[config.mk]
export PLATFORM = sky130hd
export DESIGN_NAME = axi_mgr_sequencer
export DESIGN_NICKNAME = d
export VERILOG_FILES = /design/src/rtl/axi_mgr_sequencer.sv
export SDC_FILE = /design/constraint.sdc
export NUM_CORES = 1
export LEC_CHECK = 0
export BUFFER_PORTS_ARGS = -buffer_cell sky130_fd_sc_hd__buf_2
export CAP_MARGIN = 20
export CORE_MARGIN = 2
export CORE_UTILIZATION = 33
export DETAILED_ROUTE_END_ITERATION = 12
export HOLD_SLACK_MARGIN = 0.03
export SYNTH_ARGS = -nofsm -noshare
export SYNTH_HDL_FRONTEND = slang
export SYNTH_SLANG_ARGS = --single-unit
export TNS_END_PERCENT = 50
[constraint.sdc]
create_clock -name ACLK -period 2.5 [get_ports ACLK]
set_input_delay 0 -clock ACLK [delete_from_list [all_inputs] [get_ports ACLK]]
set_output_delay 0 -clock ACLK [all_outputs]
set_load 0.005 [all_outputs]
[src/rtl/axi_mgr_sequencer.sv]
// axi_mgr_sequencer: round-robin, single-outstanding AXI4 manager transaction controller.
// Sequences the AW/W/AR TX wrappers, consumes the B/R RX wrappers and enforces a per-transaction timeout.
`default_nettype none

module axi_mgr_sequencer #(
  parameter int ADDR_W  = 32,
  parameter int DATA_W  = 32,
  parameter int TIMEOUT = 256
) (
  input  logic                ACLK,
  input  logic                ARESETn,
  input  logic [1:0]          req_valid,
  input  logic [1:0]          req_write,
  input  logic [2*ADDR_W-1:0] req_addr,
  input  logic [2*DATA_W-1:0] req_wdata,
  output logic [1:0]          req_ready,
  output logic [1:0]          resp_valid,
  output logic [1:0]          resp_code,
  output logic [DATA_W-1:0]   resp_rdata,
  output logic                resp_timeout,
  output logic                busy,
  output logic                owner,
  output logic                aw_tx_en,
  output logic                w_tx_en,
  output logic                ar_tx_en,
  output logic [ADDR_W-1:0]   aw_tx_data,
  output logic [DATA_W-1:0]   w_tx_data,
  output logic [ADDR_W-1:0]   ar_tx_data,
  input  logic                aw_tx_hold,
  input  logic                w_tx_hold,
  input  logic                ar_tx_hold,
  input  logic [1:0]          b_rx_data,
  input  logic                b_new_data,
  input  logic [DATA_W-1:0]   r_rx_data,
  input  logic                r_new_data
);

  typedef enum logic [2:0] {
    IDLE, WR_ISSUE, WR_WAIT, WAIT_B, RD_ISSUE, WAIT_AR, WAIT_R, RESP
  } state_t;

  localparam logic [15:0] TMAX = 16'(TIMEOUT - 1);

  state_t              state, state_n;
  logic                last;
  logic [ADDR_W-1:0]   addr_q;
  logic [DATA_W-1:0]   wdata_q;
  logic [15:0]         cnt;
  logic                aw_done, w_done, b_got, r_got;
  logic [1:0]          bresp_q;
  logic [DATA_W-1:0]   rbuf_q;
  logic [1:0]          code_q;
  logic [DATA_W-1:0]   rdata_q;
  logic                tmo_q;

  logic                grant, win, expired;
  logic                aw_ok, w_ok, b_ok, r_ok;
  logic [1:0]          b_code;
  logic [DATA_W-1:0]   r_val;
  logic                resp_load, tmo_n;
  logic [1:0]          code_n;
  logic [DATA_W-1:0]   rdata_n;

  always_comb begin
    grant = (state == IDLE) && (req_valid != 2'b00);
    win   = (req_valid == 2'b11) ? ~last : req_valid[1];
    if (grant) req_ready = win ? 2'b10 : 2'b01;
    else       req_ready = 2'b00;
  end

  // Completion may come from an event seen earlier (latched flag) or in the current cycle.
  assign expired = (cnt == TMAX);
  assign aw_ok   = aw_done | ~aw_tx_hold;
  assign w_ok    = w_done  | ~w_tx_hold;
  assign b_ok    = b_got   | b_new_data;
  assign b_code  = b_got ? bresp_q : b_rx_data;
  assign r_ok    = r_got   | r_new_data;
  assign r_val   = r_got ? rbuf_q : r_rx_data;

  always_comb begin
    state_n   = state;
    resp_load = 1'b0;
    code_n    = 2'b00;
    rdata_n   = '0;
    tmo_n     = 1'b0;
    case (state)
      IDLE:     if (grant) state_n = req_write[win] ? WR_ISSUE : RD_ISSUE;
      WR_ISSUE: state_n = WR_WAIT;
      RD_ISSUE: state_n = WAIT_AR;
      WR_WAIT: begin
        if (aw_ok && w_ok && b_ok) begin
          state_n = RESP; resp_load = 1'b1; code_n = b_code;
        end else if (expired) begin
          state_n = RESP; resp_load = 1'b1; code_n = 2'b10; tmo_n = 1'b1;
        end else if (aw_ok && w_ok) begin
          state_n = WAIT_B;
        end
      end
      WAIT_B: begin
        if (b_new_data) begin
          state_n = RESP; resp_load = 1'b1; code_n = b_rx_data;
        end else if (expired) begin
          state_n = RESP; resp_load = 1'b1; code_n = 2'b10; tmo_n = 1'b1;
        end
      end
      WAIT_AR: begin
        if (!ar_tx_hold && r_ok) begin
          state_n = RESP; resp_load = 1'b1; rdata_n = r_val;
        end else if (expired) begin
          state_n = RESP; resp_load = 1'b1; code_n = 2'b10; tmo_n = 1'b1;
        end else if (!ar_tx_hold) begin
          state_n = WAIT_R;
        end
      end
      WAIT_R: begin
        if (r_new_data) begin
          state_n = RESP; resp_load = 1'b1; rdata_n = r_rx_data;
        end else if (expired) begin
          state_n = RESP; resp_load = 1'b1; code_n = 2'b10; tmo_n = 1'b1;
        end
      end
      RESP:     state_n = IDLE;
      default:  state_n = IDLE;
    endcase
  end

  always_ff @(posedge ACLK) begin
    if (!ARESETn) begin
      state   <= IDLE;
      last    <= 1'b1;
      owner   <= 1'b0;
      addr_q  <= '0;
      wdata_q <= '0;
      cnt     <= '0;
      aw_done <= 1'b0;
      w_done  <= 1'b0;
      b_got   <= 1'b0;
      r_got   <= 1'b0;
      bresp_q <= 2'b00;
      rbuf_q  <= '0;
      code_q  <= 2'b00;
      rdata_q <= '0;
      tmo_q   <= 1'b0;
    end else begin
      state <= state_n;
      if (grant) begin
        addr_q  <= win ? req_addr[2*ADDR_W-1:ADDR_W]   : req_addr[ADDR_W-1:0];
        wdata_q <= win ? req_wdata[2*DATA_W-1:DATA_W] : req_wdata[DATA_W-1:0];
        last    <= win;
        owner   <= win;
      end
      case (state)
        WR_ISSUE, RD_ISSUE: begin
          cnt     <= '0;
          aw_done <= 1'b0;
          w_done  <= 1'b0;
          b_got   <= 1'b0;
          r_got   <= 1'b0;
        end
        WR_WAIT, WAIT_B, WAIT_AR, WAIT_R: begin
          if (cnt != 16'hFFFF) cnt <= cnt + 16'd1;
        end
        default: ;
      endcase
      if (state == WR_WAIT) begin
        if (!aw_tx_hold) aw_done <= 1'b1;
        if (!w_tx_hold)  w_done  <= 1'b1;
        if (b_new_data && !b_got) begin
          b_got   <= 1'b1;
          bresp_q <= b_rx_data;
        end
      end
      if (state == WAIT_AR && r_new_data && !r_got) begin
        r_got  <= 1'b1;
        rbuf_q <= r_rx_data;
      end
      if (resp_load) begin
        code_q  <= code_n;
        rdata_q <= rdata_n;
        tmo_q   <= tmo_n;
      end
    end
  end

  assign resp_valid   = (state == RESP) ? (owner ? 2'b10 : 2'b01) : 2'b00;
  assign resp_code    = code_q;
  assign resp_rdata   = rdata_q;
  assign resp_timeout = tmo_q & (state == RESP);
  assign busy         = (state != IDLE);
  assign aw_tx_en     = (state == WR_ISSUE);
  assign w_tx_en      = (state == WR_ISSUE);
  assign ar_tx_en     = (state == RD_ISSUE);
  assign aw_tx_data   = addr_q;
  assign w_tx_data    = wdata_q;
  assign ar_tx_data   = addr_q;

endmodule

`default_nettype wire
==> flow_summary_export.csv, run 1 <==
group,metric,value,unit
power_and_ir_drop,switching_share,35.15,%
critical_path,critPathLaunchType,"register",
global_routing,gr-total-overflow,0,
power_and_ir_drop,switchingPower,3603,µW
hold_path,timing.hold.worst.class,"in2reg",
finish,area_delta_synth_final,59.06,%
drt,drtIter0Drc,764,
floorplan,die-area,21650,µm²
yosys,synth_top_area_cell,"dfxtp_1",
floorplan,die_x,147.2,µm
drt,drc,0,
critical_path,reg2reg_depth,9,
floorplan,core_area,20170,µm²
critical_path,critical_path_class,"reg2reg",
clock_tree,cts_tree,"done",
power_and_ir_drop,power_frac_seq,32.0,%
yosys,yosysWarnings,0,
finish,num-fill-cells,1846,
power_and_ir_drop,internal_power,6646,µW
finish,fin_nets,1361,
yosys,synth_cells,765,
power_and_ir_drop,powerDensity,952.8,nW/µm²
drt,routed_wl,26.48,mm
sta,fmax,412.3,MHz
yosys,avgSynthCellArea,8.840,µm²
clock_tree,clk_latency,0.43,ns
floorplan,die_h,147.2,µm
yosys,yosys-top-cells-count,"dfxtp_1 (158), nor2_1 (91), nand2_1 (80)",
yosys,ys_seq_area_share,46.77,%
hold_path,hold_depth,3,
yosys,synthArstFlopShare,0,%
yosys,synth_ff_type,"dfxtp_1",
yosys,syn_nets,939,
global_routing,grt_max_degree,68,
finish,instances_no_fill,1472,
sta,worst_pin_slew,0.6683,ns
placement,globalplace.congestion,0.8585,
power_and_ir_drop,pwr-share-clk,24.9,%
clock_tree,cts_buffer_depth,2,
sta,hold_viol,0,
clock_tree,clockRootBuffer,"clkbuf_16",
sta,layout_min_cycle_time,2.425,ns
yosys,netlist.area_leader.share,46.77,%
sta,period_share,97.01,%
yosys,syn_area,6763,µm²
global_routing,grt_pass1_wl,37.97,mm
global_routing,grt_antenna_before_repair,2,
yosys,ys_ff_latch,158,
floorplan,ioPinCount,313,
yosys,synth_most_common_cell,"dfxtp_1",
power_and_ir_drop,leakage,0.004526,µW
sta,hold_slack,0.06477,ns
critical_path,ff2ff_setup_slack,0.07,ns
sta,finClkSkew,0.01366,ns
finish,layout-drive-gt1-share,32.42,%
drt,via_count,7823,
sta,final-setup-viol-count,0,
power_and_ir_drop,irDropWorstVdd,0.4478,mV
drt,vias_per_cell,5.315,
global_routing,grt.total_usage,21.68,%
placement,dp_hpwl,15.06,mm
critical_path,r2r-start,"state[1]$_SDFFE_PN0P_",
clock_tree,cts_made_buffers,17,
power_and_ir_drop,p_total,10250,µW
drt,ant_nets,0,
yosys,synth_edf_count,0,
drt,wl_per_cell,17.99,µm
yosys,ys_types,65,
hold_path,hold_path_startpoint,"req_valid[0]",
power_and_ir_drop,p_comb_share,43.1,%
placement,dp_cells,1263,
floorplan,initial_core_util,33.53,%
critical_path,arrival,2.79,ns
critical_path,r2r_end,"w_tx_data[28]$_SDFFE_PN0P_",
clock_tree,h-tree-depth,4,
critical_path,end_kind,"register",
sta,slew_viol_final,0,
run,cap_viol_max_count,0,
placement,portBuffers,312,
critical_path,crit_fanout,16,
floorplan,rows,52,
sta,slew_headroom,55.40,%
clock_tree,cts.sinks,158,
critical_path,critPathRequiredTime,2.86,ns
sta,fin_setup_tns,0,ns
global_routing,grt_pass1_vias,7264,
clock_tree,clkTransAtPathRegs,0.07,ns
status,outcome,"completed",
yosys,synth.area.top_cells,"dfxtp_1 (47%), a222oi_1 (9.5%), a21oi_1 (5.8%)",
drt,first_pass_iters,7,
hold_path,whs_endpoint,"state[0]$_SDFFE_PN0P_",
how the worst max path moves through the flow:
stage	from	to	slack (ns)	depth (start not counted)
floorplan	state[1]$_SDFFE_PN0P_	ar_tx_data[0]$_SDFFE_PN0P_	0.69	8
finish	state[1]$_SDFFE_PN0P_	w_tx_data[28]$_SDFFE_PN0P_	0.07	9
global placement	state[2]$_SDFFE_PN0P_	cnt[3]$_SDFFE_PN0P_	0.40	6
CTS	state[1]$_SDFFE_PN0P_	w_tx_data[13]$_SDFFE_PN0P_	0.04	8
global route	state[1]$_SDFFE_PN0P_	ar_tx_data[15]$_SDFFE_PN0P_	-0.002	9
detailed placement	state[2]$_SDFFE_PN0P_	resp_code[1]$_SDFFE_PN0P_	0.40	5
state kept, by name, summed over array words and instances (netlist names), 2 cells and up:
| register | flops |
|---|---|
| ar_tx_data | 32 |
| rbuf_q | 32 |
| resp_rdata | 32 |
| w_tx_data | 32 |
| cnt | 16 |
| state | 3 |
| bresp_q | 2 |
| resp_code | 2 |
power groups by stage:
stage	Combinational, µW	Sequential [µW]	Clock [µW]
after floorplan	2100	3260	0
after global placement	3090	3300	0
after detailed placement	3090	3300	0
after CTS	4000	3250	2630
after global routing	4770	3320	2730
final	4410	3280	2560
cell families (layout without fill, tap and decap cells):
logic type | count (synthesis) | count (layout) | synth area share, %
other cells | 0 | 2 | 0
xor+xnor | 11 | 11 | 1.425
simple gates | 233 | 233 | 15.80
mux | 2 | 2 | 0.2960
compound gates | 248 | 248 | 26.40
flops | 158 | 158 | 46.77
buf+inv | 112 | 547 | 9.121
fa+ha+maj | 1 | 1 | 0.1850
through the flow:
step	worst slack [ns]	utilization, %	area [µm²]
after detailed placement	0.3960	41.27	8324
final	0.07467	53.33	10760
after CTS	0.03974	52.40	10570
after global routing	-0.001736	53.33	10760
after floorplan	0.6929	-	6763
after global placement	0.4041	41.27	8324
layout by cell type (no fill, tap or decap), drive strengths merged, types with 10 or more instances in the layout:
master / synthesis / final
dlygate4sd3: 0 / 167
o21ai: 41 / 41
a22oi: 32 / 32
nor2: 92 / 92
nand4: 10 / 10
a21oi: 79 / 79
buf: 64 / 337
nand2: 80 / 80
dfxtp: 158 / 158
clkbuf: 42 / 25
inv: 6 / 11
a222oi: 64 / 64
area by class of cell:
| class | count | area, µm² | share of cell area, % |
|---|---|---|---|
| timing repair buffer | 509 | 3641 | 33.85 |
| antenna | 2 | 5.005 | 0.04653 |
| sequential | 158 | 3166 | 29.43 |
| clock buffer | 20 | 446.7 | 4.153 |
| inverter | 6 | 25.02 | 0.2326 |
| tap | 270 | 337.8 | 3.141 |
| multi-input combinational | 495 | 3009 | 27.97 |
| clock inverter | 12 | 126.4 | 1.175 |
per-layer routing:
| layer | global-route usage [%] | wire [µm] |
|---|---|---|
| met1 | 27.00 | 10880 |
| met2 | 35.63 | 12760 |
| met3 | 5.435 | 2047 |
| met4 | 9.423 | 794 |
| met5 | 0 | 0 |
critical path, cell delays in order (launching register included):
cell	delay [ns]
dfxtp_2	0.36
buf_6	0.16
or3_1	0.38
buf_4	0.18
nor2_4	0.14
buf_12	0.14
buf_6	0.20
a222oi_1	0.12
dlygate4sd3_1	0.58
nor2_1	0.09
what timing repair did:
item                                    in CTS  in global routing
buffers inserted                             0                  2
resized for setup                            0                  3
endpoints found under the hold margin      137                  3
hold buffers                               167                  3
endpoints found under the setup margin       0                 64
No activity file was read; power rests on OpenSTA's default activity.
==> inputs of run 2 (changes only) <==
- REMOVE_ABC_BUFFERS: unset -> 1
==> flow_summary_export.csv, run 2 (synthesis results as in run 1) <==
group,metric,value,unit
status,outcome,"completed",
drt,ant_nets,0,
drt,wl_per_cell,16.70,µm
sta,final-setup-viol-count,0,
finish,fin_area,10700,µm²
placement,place_ws,0.3572,ns
drt,drc,0,
floorplan,die-area,21650,µm²
global_routing,grt_max_degree,68,
drt,top_layer,"met4",
critical_path,crit_slowest_cell,"dlygate4sd3_1",
sta,hold_viol,0,
clock_tree,cts_tree,"done",
placement,portBuffers,312,
global_routing,grt_pass1_vias,7295,
critical_path,critPathLaunchType,"register",
drt,vias_per_cell,5.218,
critical_path,r2r-start,"state[1]$_SDFFE_PN0P_",
drt,drtIter0Drc,656,
critical_path,crit_family,"buffers and inverters",
sta,fmax,405.5,MHz
clock_tree,cts_buffer_depth,2,
critical_path,crit_path_max_incr_delay,0.61,ns
finish,area_delta_synth_final,58.17,%
sta,slew_headroom,54.16,%
critical_path,arrival,2.76,ns
finish,num-fill-cells,1851,
global_routing,grt_antenna_before_repair,2,
placement,dp_hpwl,14.39,mm
finish,layout-drive-gt1-share,32.41,%
hold_path,whs_endpoint,"ar_tx_data[8]$_SDFFE_PN0P_",
clock_tree,clk_latency,0.42,ns
global_routing,grt_pass1_wl,36.36,mm
finish,layout_commonest_cell,"buf_2",
run,cap_viol_max_count,0,
floorplan,rows,52,
floorplan,initial_core_util,33.53,%
drt,routed_wl,24.53,mm
critical_path,cp_num_buf_inv,3,
sta,worst_pin_slew,0.6875,ns
critical_path,ff2ff_setup_slack,0.03,ns
clock_tree,h-tree-depth,4,
placement,globalplace.congestion,0.8185,
drt,via_count,7665,
drt,first_pass_iters,10,
clock_tree,clkTransAtPathRegs,0.07,ns
power_and_ir_drop,powerDensity,915.2,nW/µm²
critical_path,path_cells,"buf_4, or3_1, o21bai_4, buf_12, a222oi_1, nor2_1, dlygate4sd3_1",
drt,drt-met1-wl,9.517,mm
global_routing,grt.total_usage,20.61,%
floorplan,die_x,147.2,µm
drt,dr_wl_met2,12.42,mm
critical_path,crit_fanout,66,
sta,layout_min_cycle_time,2.466,ns
sta,slew_viol_final,0,
floorplan,core_area,20170,µm²
finish,fin_nets,1358,
critical_path,reg2reg_depth,7,
global_routing,gr-total-overflow,0,
hold_path,hold_depth,4,
placement,placed_area,8297,µm²
power_and_ir_drop,leakage,0.004688,µW
power_and_ir_drop,irDropWorstVdd,0.4685,mV
hold_path,timing.hold.worst.class,"in2reg",
critical_path,critical_path_class,"reg2reg",
floorplan,die_h,147.2,µm
critical_path,r2r_end,"ar_tx_data[13]$_SDFFE_PN0P_",
sta,worst_slack,0.03392,ns
hold_path,hold_path_startpoint,"req_addr[40]",
sta,period_share,98.64,%
sta,finClkSkew,0.01303,ns
clock_tree,cts.sinks,158,
clock_tree,clockRootBuffer,"clkbuf_16",
critical_path,critPathRequiredTime,2.80,ns
drt,met3_length,1.716,mm
clock_tree,cts_made_buffers,17,
critical_path,end_kind,"register",
floorplan,ioPinCount,313,
finish,final_cell_mix,"buf_2 (312), dlygate4sd3_1 (163), dfxtp_1 (155), nor2_1 (89), nand2_1 (80)",
==> run 2: cell count changes in the layout (fill, tap and decap cells not counted), sizes merged <==
cell and change:
inv -2, clkinv +3, clkbuf -2, buf -1, dlygate4sd3 -4, dlymetal6s4s +3
==> run 2: worst max path at each step <==
stage	start	endpoint	cells after the start
2_1_floorplan	state[1]$_SDFFE_PN0P_	ar_tx_data[0]$_SDFFE_PN0P_	4
3_3_place_gp	state[2]$_SDFFE_PN0P_	resp_code[1]$_SDFFE_PN0P_	6
3_5_place_dp	state[0]$_SDFFE_PN0P_	cnt[11]$_SDFFE_PN0P_	5
4_1_cts	state[1]$_SDFFE_PN0P_	w_tx_data[10]$_SDFFE_PN0P_	8
5_1_grt	state[1]$_SDFFE_PN0P_	w_tx_data[10]$_SDFFE_PN0P_	9
6_report	state[1]$_SDFFE_PN0P_	ar_tx_data[13]$_SDFFE_PN0P_	7
==> run 2: cell type report <==
type | instances | area [µm²] | area share (%)
antenna | 2 | 5.005 | 0.04679
clock buffer | 19 | 432.9 | 4.047
clock inverter | 13 | 135.1 | 1.263
inverter | 6 | 25.02 | 0.2339
multi-input combinational | 495 | 3014 | 28.18
sequential | 158 | 3169 | 29.63
tap | 270 | 337.8 | 3.158
timing repair buffer | 506 | 3577 | 33.44
==> run 2: metrics by stage <==
step                setup TNS, ns  hold WS (ns)  instances  power [µW]  utilization [%]
floorplan                  -75.29        0.1334        659        4874                -
global placement                0        0.2546       1262        6367            41.14
detailed placement              0        0.2590       1262        6354            41.14
CTS                             0       0.03891       1460        9478            52.19
global route            -0.002889       0.06441       1469       10320            53.03
finish                          0       0.02901       1469        9790            53.03
==> run 2: where the power goes <==
group / internal, µW / total (µW) / switching, µW
sequential: 2950 / 3310 / 363
clock: 1390 / 2530 / 1130
combinational: 1970 / 3950 / 1980
total: 6320 / 9790 / 3470
==> run 2: metal layers <==
metal	vias to the layer above	global-route usage, %
met1	3600	23.59
met3	66	4.596
met4	0	8.077
li1	3639	-
met2	360	37.24
met5	-	0
==> run 2: timing repair <==
action,in CTS,in global routing
endpoints found under the setup margin,0,54
setup buffers,0,2
hold endpoints to repair,138,1
hold buffers,166,1
gates resized for setup,0,7
==> run 2: tightest hold or removal path, cell delays in order <==
cell and delay (ns):
buf_2 0.08, a222oi_1 0.07, nor2_1 0.08, dlymetal6s4s_1 0.18
==> inputs of run 3 (changes only) <==
- CORE_MARGIN: 2 -> 4
- CTS_CLUSTER_SIZE: unset -> 24
==> flow_summary_export.csv, run 3 (synthesis results as in run 1) <==
group,metric,value,unit
drt,drt-met1-wl,9.843,mm
clock_tree,clkTransAtPathRegs,0.06,ns
drt,drc,0,
sta,slew_headroom,63.68,%
sta,worst_pin_slew,0.5398,ns
critical_path,critPathRequiredTime,2.81,ns
placement,dp_hpwl,15.05,mm
placement,place_ws,0.4695,ns
power_and_ir_drop,leakage,0.004533,µW
run,cap_viol_max_count,0,
floorplan,rows,52,
clock_tree,cts_tree,"done",
sta,slew_viol_final,0,
drt,wl_per_cell,17.23,µm
global_routing,grt_pass1_wl,37.86,mm
clock_tree,cts_buffer_depth,2,
placement,globalplace.congestion,0.8569,
global_routing,grt_max_degree,68,
global_routing,grt_antenna_before_repair,0,
sta,layout_min_cycle_time,2.422,ns
critical_path,critPathLaunchType,"register",
finish,final_cell_mix,"buf_2 (312), dlygate4sd3_1 (166), dfxtp_1 (155), nor2_1 (89), nand2_1 (80)",
critical_path,crit_fanout,66,
critical_path,arrival,2.73,ns
finish,antenna_cells,0,
finish,layout_commonest_cell,"buf_2",
floorplan,ioPinCount,313,
status,outcome,"completed",
global_routing,gr-total-overflow,0,
sta,hold_slack,0.05591,ns
finish,layout-drive-gt1-share,32.47,%
floorplan,die_h,151.2,µm
power_and_ir_drop,powerDensity,948.2,nW/µm²
drt,ant_nets,0,
clock_tree,cts.sinks,158,
clock_tree,clockRootBuffer,"clkbuf_16",
sta,worst_slack,0.07769,ns
critical_path,end_kind,"register",
floorplan,initial_core_util,33.53,%
drt,dr_wl_met2,13.27,mm
sta,hold_viol,0,
drt,top_layer,"met4",
clock_tree,cts_made_buffers,17,
floorplan,die-area,22850,µm²
floorplan,die_x,151.2,µm
sta,finClkSkew,0.01319,ns
clock_tree,h-tree-depth,4,
power_and_ir_drop,irDropWorstVdd,0.6342,mV
sta,final-setup-viol-count,0,
global_routing,grt.total_usage,20.52,%
drt,drtIter0Drc,608,
hold_path,timing.hold.worst.class,"in2reg",
global_routing,grt_pass1_vias,7493,
finish,fin_nets,1359,
clock_tree,clk_latency,0.42,ns
drt,first_pass_iters,9,
sta,fmax,412.8,MHz
sta,rsz0062_at_grt,"false",
drt,routed_wl,25.29,mm
critical_path,critical_path_class,"reg2reg",
drt,via_count,7691,
placement,portBuffers,312,
drt,met3_length,1.599,mm
finish,area_delta_synth_final,59.04,%
sta,period_share,96.89,%
drt,vias_per_cell,5.239,
floorplan,core_area,20170,µm²
==> run 3: cell types whose count changed in the layout (fill, tap and decap cells not counted) <==
cell and change:
buf_12 +2, buf_4 -3, buf_6 +1, clkbuf_1 -1, clkbuf_8 +5, clkinv_2 -2
clkinv_8 -1, diode_2 -2, dlygate4sd3_1 +3, dlymetal6s4s_1 -2, inv_6 -1
==> run 3: final cells by class <==
type | count | area [µm²]
timing repair buffer | 507 | 3611
multi-input combinational | 495 | 3014
clock inverter | 9 | 100.1
fill | 1827 | 9414
inverter | 6 | 25.02
tap | 270 | 337.8
clock buffer | 23 | 498.0
sequential | 158 | 3169
==> run 3: where the power goes <==
group,switching (µW),internal (µW)
logic,2080,2240
registers,330,2950
clock network,1070,1520
==> run 3: metal layers <==
| layer | global-route usage [%] | vias to the layer above |
|---|---|---|
| met1 | 23.93 | 3677 |
| li1 | - | 3642 |
| met5 | 0 | - |
| met3 | 4.069 | 44 |
| met4 | 7.072 | 0 |
| met2 | 37.33 | 328 |
==> run 3: final timing paths <==
kind | startpoint | endpoint | slack, ns | cells after the start
max | state[0]$_SDFFE_PN0P_ | ar_tx_data[13]$_SDFFE_PN0P_ | 0.08 | 7
min | req_write[1] | state[2]$_SDFFE_PN0P_ | 0.06 | 4
max reg2reg | state[0]$_SDFFE_PN0P_ | ar_tx_data[13]$_SDFFE_PN0P_ | 0.08 | 7
min reg2reg | rbuf_q[21]$_SDFFE_PN0P_ | rbuf_q[21]$_SDFFE_PN0P_ | 0.45 | 2
==> run 3: through the flow <==
step | instance area, µm² | instances | total power [µW] | TNS [ns] | util [%]
6_report | 10760 | 1468 | 10200 | 0 | 53.33
5_1_grt | 10760 | 1468 | 10780 | 0 | 53.33
4_1_cts | 10590 | 1461 | 9891 | 0 | 52.51
3_5_place_dp | 8322 | 1262 | 6368 | 0 | 41.26
3_3_place_gp | 8322 | 1262 | 6366 | 0 | 41.26
2_1_floorplan | 6168 | 659 | 4874 | -75.29 | -
==> run 3: critical path: stages, from the launching register on <==
cell           delay, ns
dfxtp_4             0.38
buf_4               0.16
or3_1               0.36
o21bai_4            0.19
buf_12              0.19
a222oi_1            0.31
dlygate4sd3_1       0.62
nor2_1              0.04
==> run 3: timing repair <==
item	CTS	global route
hold buffers	167	3
buffers inserted	0	2
gates resized for setup	0	6
hold endpoints to repair	137	3
endpoints found under the setup margin	0	64
